File: src/rtl/load_use_hazard_unit.sv
// Load-use hazard detector: stalls EX while a load feeding one of its operands is
// still in DM1..DM3, freezes the whole pipeline on a data-cache miss, and counts stall cycles.
module load_use_hazard_unit #(
  parameter int unsigned                   REG_ADD_WIDTH        = 5,
  parameter int unsigned                   D_CACHE_LW_WIDTH     = 3,
  parameter logic [D_CACHE_LW_WIDTH-1:0]   DATA_CACHE_LOAD_NONE = '0,
  parameter int unsigned                   CNT_WIDTH            = 2,
  parameter int unsigned                   PERF_WIDTH           = 32
) (
  input  logic                        CLK,
  input  logic                        RST,
  input  logic [REG_ADD_WIDTH-1:0]    RS1_ADDRESS_EXECUTION,
  input  logic                        RS1_USED_EXECUTION,
  input  logic [REG_ADD_WIDTH-1:0]    RS2_ADDRESS_EXECUTION,
  input  logic                        RS2_USED_EXECUTION,
  input  logic [REG_ADD_WIDTH-1:0]    RD_ADDRESS_DM1,
  input  logic                        RD_WRITE_ENABLE_DM1,
  input  logic [D_CACHE_LW_WIDTH-1:0] DATA_CACHE_LOAD_DM1,
  input  logic [REG_ADD_WIDTH-1:0]    RD_ADDRESS_DM2,
  input  logic                        RD_WRITE_ENABLE_DM2,
  input  logic [D_CACHE_LW_WIDTH-1:0] DATA_CACHE_LOAD_DM2,
  input  logic [REG_ADD_WIDTH-1:0]    RD_ADDRESS_DM3,
  input  logic                        RD_WRITE_ENABLE_DM3,
  input  logic [D_CACHE_LW_WIDTH-1:0] DATA_CACHE_LOAD_DM3,
  input  logic                        DATA_CACHE_READY,
  output logic                        STALL_FETCH_STAGE,
  output logic                        STALL_DECODE_STAGE,
  output logic                        STALL_EXECUTION_STAGE,
  output logic                        STALL_MEMORY_STAGES,
  output logic                        BUBBLE_DM1,
  output logic [1:0]                  HAZARD_STAGE,
  output logic [PERF_WIDTH-1:0]       LOAD_STALL_COUNT
);

  typedef enum logic {
    S_IDLE,
    S_LOAD_WAIT
  } state_t;

  state_t                  r_state;
  logic [CNT_WIDTH-1:0]    r_cnt;
  logic [1:0]              r_held_stage;
  logic [1:0]              r_last_stage;
  logic [PERF_WIDTH-1:0]   r_load_stall_count;

  logic [2:0]              w_rs1_hit;
  logic [2:0]              w_rs2_hit;
  logic [2:0]              w_is_load;
  logic [1:0]              w_rs1_stage;
  logic [1:0]              w_rs2_stage;
  logic [1:0]              w_hz_stage;
  logic                    w_hazard;
  logic                    w_load_stall;
  logic [1:0]              w_hs_out;

  function automatic logic reg_match(
    input logic [REG_ADD_WIDTH-1:0] rs,
    input logic                     used,
    input logic [REG_ADD_WIDTH-1:0] rd,
    input logic                     we
  );
    return used && (rs != '0) && (rs == rd) && we;
  endfunction

  // The youngest writer decides: a non-load in a younger stage hides an older load.
  function automatic logic [1:0] load_producer(
    input logic [2:0] hit,
    input logic [2:0] is_load
  );
    if (hit[0]) return is_load[0] ? 2'd1 : 2'd0;
    if (hit[1]) return is_load[1] ? 2'd2 : 2'd0;
    if (hit[2]) return is_load[2] ? 2'd3 : 2'd0;
    return 2'd0;
  endfunction

  always_comb begin
    w_rs1_hit = {
      reg_match(RS1_ADDRESS_EXECUTION, RS1_USED_EXECUTION, RD_ADDRESS_DM3, RD_WRITE_ENABLE_DM3),
      reg_match(RS1_ADDRESS_EXECUTION, RS1_USED_EXECUTION, RD_ADDRESS_DM2, RD_WRITE_ENABLE_DM2),
      reg_match(RS1_ADDRESS_EXECUTION, RS1_USED_EXECUTION, RD_ADDRESS_DM1, RD_WRITE_ENABLE_DM1)
    };
    w_rs2_hit = {
      reg_match(RS2_ADDRESS_EXECUTION, RS2_USED_EXECUTION, RD_ADDRESS_DM3, RD_WRITE_ENABLE_DM3),
      reg_match(RS2_ADDRESS_EXECUTION, RS2_USED_EXECUTION, RD_ADDRESS_DM2, RD_WRITE_ENABLE_DM2),
      reg_match(RS2_ADDRESS_EXECUTION, RS2_USED_EXECUTION, RD_ADDRESS_DM1, RD_WRITE_ENABLE_DM1)
    };
    w_is_load = {
      DATA_CACHE_LOAD_DM3 != DATA_CACHE_LOAD_NONE,
      DATA_CACHE_LOAD_DM2 != DATA_CACHE_LOAD_NONE,
      DATA_CACHE_LOAD_DM1 != DATA_CACHE_LOAD_NONE
    };
    w_rs1_stage = load_producer(w_rs1_hit, w_is_load);
    w_rs2_stage = load_producer(w_rs2_hit, w_is_load);
    if (w_rs1_stage != 2'd0 && (w_rs2_stage == 2'd0 || w_rs1_stage <= w_rs2_stage)) begin
      w_hz_stage = w_rs1_stage;
    end else begin
      w_hz_stage = w_rs2_stage;
    end
    w_hazard     = (w_hz_stage != 2'd0);
    w_load_stall = (r_state == S_LOAD_WAIT) || w_hazard;
  end

  always_comb begin
    if (!DATA_CACHE_READY) begin
      w_hs_out = r_last_stage;
    end else if (r_state == S_LOAD_WAIT) begin
      w_hs_out = r_held_stage;
    end else begin
      w_hs_out = w_hz_stage;
    end
  end

  always_ff @(posedge CLK) begin
    if (RST) begin
      r_state            <= S_IDLE;
      r_cnt              <= '0;
      r_held_stage       <= '0;
      r_last_stage       <= '0;
      r_load_stall_count <= '0;
    end else begin
      r_last_stage <= w_hs_out;
      if (DATA_CACHE_READY) begin
        if (w_load_stall) begin
          r_load_stall_count <= r_load_stall_count + PERF_WIDTH'(1);
        end
        case (r_state)
          S_IDLE: begin
            // A DM3 load needs only the detection cycle, so no wait state.
            if (w_hazard && w_hz_stage != 2'd3) begin
              r_state      <= S_LOAD_WAIT;
              r_cnt        <= CNT_WIDTH'(2'd3 - w_hz_stage);
              r_held_stage <= w_hz_stage;
            end
          end
          S_LOAD_WAIT: begin
            if (r_cnt == CNT_WIDTH'(1)) begin
              r_state <= S_IDLE;
              r_cnt   <= '0;
            end else begin
              r_cnt <= r_cnt - CNT_WIDTH'(1);
            end
          end
          default: begin
            r_state <= S_IDLE;
            r_cnt   <= '0;
          end
        endcase
      end
    end
  end

  always_comb begin
    STALL_FETCH_STAGE     = 1'b0;
    STALL_DECODE_STAGE    = 1'b0;
    STALL_EXECUTION_STAGE = 1'b0;
    STALL_MEMORY_STAGES   = 1'b0;
    BUBBLE_DM1            = 1'b0;
    HAZARD_STAGE          = 2'd0;
    LOAD_STALL_COUNT      = '0;
    if (!RST) begin
      HAZARD_STAGE     = w_hs_out;
      LOAD_STALL_COUNT = r_load_stall_count;
      if (!DATA_CACHE_READY) begin
        STALL_FETCH_STAGE     = 1'b1;
        STALL_DECODE_STAGE    = 1'b1;
        STALL_EXECUTION_STAGE = 1'b1;
        STALL_MEMORY_STAGES   = 1'b1;
      end else if (w_load_stall) begin
        STALL_FETCH_STAGE     = 1'b1;
        STALL_DECODE_STAGE    = 1'b1;
        STALL_EXECUTION_STAGE = 1'b1;
        BUBBLE_DM1            = 1'b1;
      end
    end
  end

endmodule

File: config.mk
export PLATFORM = sky130hd
export DESIGN_NAME = load_use_hazard_unit
export DESIGN_NICKNAME = d
export VERILOG_FILES = /design/src/rtl/load_use_hazard_unit.sv
export SDC_FILE = /design/constraint.sdc
export NUM_CORES = 1
export LEC_CHECK = 0
export CAP_MARGIN = 20
export CORE_MARGIN = 1
export CORE_UTILIZATION = 50
export DETAILED_ROUTE_END_ITERATION = 8
export GPL_TIMING_DRIVEN = 1
export PLACE_DENSITY_LB_ADDON = 0.25
export SYNTH_ARGS = -nofsm -noshare
export SYNTH_HDL_FRONTEND = slang
export SYNTH_SLANG_ARGS = --single-unit
File: constraint.sdc
create_clock -name CLK -period 13.2 [get_ports CLK]
set_input_delay 3.3 -clock CLK [delete_from_list [all_inputs] [get_ports CLK]]
set_output_delay 3.3 -clock CLK [all_outputs]
set_load 0.02 [all_outputs]
## Word level (Yosys, flattened, before mapping)

Cells that the tools add are included.

- Register bits after elaboration: 39
- Output and inout bits: 39

- Mux-type cells: 45
- Equal/unequal tests: 9
- Bitwise logic cells: 1
- Reductions and logical operators: 29
- Add/sub/neg operators: 3
- Order comparisons: 1

Operator list:

| operator | number |
|---|---|
| $mux 2 | 20 |
| $add 32x1->32 const B | 1 |
| $mux 32 | 1 |
| $eq 5x5->1 | 6 |
| $mux 1 | 22 |
| $logic_and 1x1->1 | 16 |
| $reduce_bool 5->1 | 2 |
| $reduce_bool 3->1 | 3 |
| $ne 2x2->1 const B | 2 |
| $pmux 2 s2 | 1 |
| $reduce_and 2->1 | 2 |
| $reduce_bool 2->1 | 2 |
| $reduce_and 3->1 | 1 |
| $eq 2x1->1 const B | 1 |
| $le 2x2->1 | 1 |
| $logic_not 2->1 | 1 |
| $logic_or 1x1->1 | 2 |
| $pmux 1 s2 | 1 |
| $sub 2x1->2 const B | 1 |
| $sub 2x2->2 const A | 1 |
| $not 1->1 | 1 |

## Longest topological paths before layout

- Depth after elaboration: 20
- Gate-level depth with buffers: 20
- Depth with buffers taken out: 20

## Least setup slack after synthesis

OpenSTA, ideal clock, no wires.

- Path kind: input to output
- Start point: input port RS2_ADDRESS_EXECUTION[0]
- End point: output port STALL_EXECUTION_STAGE
- Path slack: 3.384 ns
- Cell stages on the path: 15
- Data required time: 9.900 ns
- Buffers on the path: 1
- Arrival time: 6.516 ns
- Path through: xnor2_1 -> nand4_1 -> nor3_1 -> mux2_2 -> or3_1 -> ha_1 -> nor2b_1 -> o21ai_0 -> nor2_1 -> and3_1 -> o22ai_1 -> o21ai_0 -> ha_1 -> a21oi_1 -> buf_4

- Word-level cells in the longest chain between the ends: 19
- Elaborated cells on any way between the ends: 32
- Classes of those cells: 1 x order compare; 3 x eq/ne; 15 x mux; 13 x reduce/logical

Ends and longest elaborated chain:

| item | RTL line | text |
|---|---|---|
| start: declaration | 14 | `input logic [REG_ADD_WIDTH-1:0] RS2_ADDRESS_EXECUTION,` |
| $reduce_bool 5->1 | 62 | `return used && (rs != '0) && (rs == rd) && we;` |
| $logic_and 1x1->1 (3 in series) | 62 |  |
| $mux 1 (2 in series) | 72 | `if (hit[2]) return is_load[2] ? 2'd3 : 2'd0;` |
| $mux 1 | 71 | `if (hit[1]) return is_load[1] ? 2'd2 : 2'd0;` |
| $mux 2 | 73 | `return 2'd0;` |
| $mux 2 | 72 |  |
| $mux 2 * | 71 |  |
| $le 2x2->1 or $logic_not 2->1 (tied branches) | 94 | `if (w_rs1_stage != 2'd0 && (w_rs2_stage == 2'd0 \|\| w_rs1_stage <= w_rs2_stage)) begin` |
| $logic_or 1x1->1 | 94 |  |
| $logic_and 1x1->1 | 94 |  |
| $mux 2 * | 94 |  |
| $reduce_bool 2->1 * | 99 | `w_hazard = (w_hz_stage != 2'd0);` |
| $logic_or 1x1->1 * | 100 | `w_load_stall = (r_state == S_LOAD_WAIT) \|\| w_hazard;` |
| $mux 1 * (3 in series) | n/a |  |
| end: declaration | 28 | `output logic STALL_EXECUTION_STAGE,` |

Every way passes the cells marked *; elsewhere a longest branch is shown, timed or not. The select of a mux whose other input is x is not followed.

## Final worst setup path

- Start point: input port RS2_ADDRESS_EXECUTION[0]
- End point: output port BUBBLE_DM1

- Word-level cells in the longest chain between the ends: 19
- Elaborated cells on any way between the ends: 32
- Classes of those cells: 1 x order compare; 3 x eq/ne; 15 x mux; 13 x reduce/logical

Ends and longest elaborated chain:

| item | RTL line | text |
|---|---|---|
| $reduce_bool 5->1 | 62 |  |
| $logic_and 1x1->1 (3 in series) | 62 |  |
| $mux 1 (2 in series) | 72 |  |
| $mux 1 | 71 |  |
| $mux 2 | 73 |  |
| $mux 2 | 72 |  |
| $mux 2 * | 71 |  |
| $le 2x2->1 or $logic_not 2->1 (tied branches) | 94 |  |
| $logic_or 1x1->1 | 94 |  |
| $logic_and 1x1->1 | 94 |  |
| $mux 2 * | 94 |  |
| $reduce_bool 2->1 * | 99 |  |
| $logic_or 1x1->1 * | 100 |  |
| $mux 1 * | 168 | `end else if (w_load_stall) begin` |
| $mux 1 * | 163 | `if (!DATA_CACHE_READY) begin` |
| $mux 1 * | 160 | `if (!RST) begin` |
| end: declaration | 30 | `output logic BUBBLE_DM1,` |

Marks and branches as above.

==> flow_metrics.tcl <==
set metrics [dict create \
    status "complete, no violations" \
    coreArea_um2 4820 \
    setup_viol 0 \
    startpoint "RS2_ADDRESS_EXECUTION[0]" \
    syn_area_um2 2560 \
    yosys_warnings 0 \
    relSlewSlack_pct 54.9 \
    synth_cells 317 \
    power_density_nw_per_um2 74.8 \
    synth_top_area_share_pct 30.5 \
    cts_buffers 5 \
    cts_tree "built" \
    cp_cell_sequence "clkdlybuf4s50_1 > xnor2_1 > nand4_1 > nor3_1 > mux2_2 > or3_1 > ha_1 > nor2b_1 > o21ai_0 > nor2_1 > and3_1 > o22ai_1 > o21ai_0 > ha_1 > nor2b_2 > nand2b_1 > nor2_1 > clkdlybuf4s50_1" \
    crit_arrival_ps 7920 \
    path_buf_inv 2 \
    clock_sinks 39 \
    hpwl_um 4630 \
    ys_top_cells_by_count "dfxtp_1, nor2_1, nor2b_1" \
    drive_above_1_share_pct 5.32 \
    antenna_found_initial 0 \
    grt_pass1_wl_um 9750 \
    yosysTopAreaCell "dfxtp_1" \
    finalCriticalPeriod_ps 11220 \
    rsz0062_at_grt "false" \
    htreeDepth 2 \
    r2r_start "r_state$_SDFFE_PP0P_" \
    min_to "r_load_stall_count[31]$_SDFFE_PP0P_" \
    die_area_um2 5410 \
    synth_edf_count 0 \
    clkTransAtPathRegs_ps 80 \
    post_cts_buffers 0 \
    setup-tns-final_ps 0 \
    fin_total_pwr_w 0.000262 \
    r2r-end "r_load_stall_count[31]$_SDFFE_PP0P_" \
    hold_depth 2 \
    critical_path_class "input port to primary output" \
    place_area_um2 3400 \
    viasPerCell 5.31 \
    vias 2451 \
    slowest_delay_ps 620 \
    synth.area.top_cells "dfxtp_1, xnor2_1, xor2_1" \
    tightest_slew_ps 677 \
    hold_viol_final 0 \
    yosysUniqueCellTypes 43 \
    n_antenna_cell 0 \
    ctsLongestPathBuffers 2 \
    dominantRegCellSynth "dfxtp_1" \
    cp-start-kind "input port" \
    p_leak_nw 1.26 \
    maxSlewViolCount 0 \
    min-delay-start "r_load_stall_count[31]$_SDFFE_PP0P_" \
    grt.overflow.total 0 \
    fmax_mhz 89.2 \
    dr.first_iter.drc_count 96 \
    ctsResizeCount 0 \
    nets 441 \
    wl_per_cell_um 12.8 \
    syn_avg_cell_area_um2 8.07 \
    place.gp.congestion 0.930 \
    grt_use_total_pct 23.2 \
    skew_ps 5.41 \
    syn_to_final_growth_pct 37.2 \
    postLayoutCellArea_um2 3510 \
    synthArstFlopShare_pct 0 \
    first_global_vias 2198 \
    critPathSlowestCell "clkdlybuf4s50_1" \
    ff2ff_setup_slack_ps 10880 \
    die_w_um 73.5 \
    path_delay_family "simple AND/OR/NAND/NOR gates" \
    numPortBuffers 80 \
    grt_max_degree 76 \
    cp_max_fo 4 \
    utilization_pct 72.9 \
    dr.pass1.iters 4 \
    worstSetupEndpointType "primary output" \
    ant_nets 0 \
    std_cell_rows 25 \
    ir_drop_mv 0.0519 \
    clk_latency_ps 290 \
    initial_utilization_pct 53.1 \
    synth_nets 364 \
    period_share_pct 85.0 \
    die_h_um 73.5 \
    hold_path.class "flip-flop to flip-flop" \
    io_pins 81 \
    cap_violations 0 \
    drc 0 \
    synth_seq_cells 39 \
    wl_um 5930 \
    worstPathRequired_ps 9900 \
    r2r_cells 7 \
    cts-root-buf "clkbuf_8" \
    postCtsHoldBufs 0 \
    ys_seq_area_share_pct 30.5 \
]
## state kept, by name, indices dropped and copies added (netlist names)
signal	cells
r_cnt	2
r_held_stage	2
r_last_stage	2
r_load_stall_count	32
r_state	1
## cells by family after synthesis
family	synth area share (%)
AND/OR/NAND/NOR	36.8
XOR/XNOR	18.5
flip-flops	30.5
AO/OA/AOI/OAI	7.97
buffers and inverters	2.49
adder cells (fa/ha/maj)	2.44
multiplexers	1.32
## how the worst max path moves through the flow
stage,slack [ps],depth (start not counted),to
2_1_floorplan,3380,15,STALL_EXECUTION_STAGE
3_3_place_gp,2190,18,BUBBLE_DM1
3_5_place_dp,2040,18,BUBBLE_DM1
4_1_cts,2030,18,BUBBLE_DM1
5_1_grt,1700,18,BUBBLE_DM1
6_report,1980,18,BUBBLE_DM1
## tightest hold or removal path, cell delays in order, from the launching register on
cell and delay, ps:
dfxtp_1 320, or4_1 100, nand2_1 50
## layout make-up
cell class,instances,area (µm²)
flip-flops and latches,39,781
well taps,67,83.8
clock buffers,5,68.8
inverters,4,15.0
multi-input cells,263,1710
clock inverters,3,43.8
repair buffers,81,803
fillers,406,1310
## cells in the final DEF (no fill, tap or decap), types with 11 or more instances in the layout
cell type        netlist  layout
nor2_1                39      39
nand2_1               28      28
dfxtp_1               39      39
xor2_1                25      25
xnor2_1               29      29
nand3_1               14      14
nor2b_1               34      34
clkdlybuf4s50_1        0      79
o21ai_0               11      11
## routing by layer
layer / GRT usage [%] / vias to the layer above / part of all wire [%]
met2: 37.8 / 72 / 49
met4: 10.9 / 0 / 2.4
met1: 29.3 / 1128 / 44
li1: - / 1239 / -
met3: 4.53 / 12 / 4.7
met5: 0 / - / 0
## metrics by stage
stage | worst slack, ps | cells | hold WS [ps]
final | 1980 | 462 | 507
after CTS | 2030 | 462 | 510
after global placement | 2190 | 454 | 468
after detailed placement | 2040 | 454 | 496
after floorplan | 3380 | 317 | 457
after global routing | 1700 | 462 | 535
## report_power, final
| part | switching, W | internal, W |
|---|---|---|
| Clock | 0.0000427 | 0.0000563 |
| Sequential | 0.00000117 | 0.000119 |
| Combinational | 0.0000206 | 0.0000231 |
| Total | 0.0000645 | 0.000198 |
No activity file was read; power rests on OpenSTA's default activity.
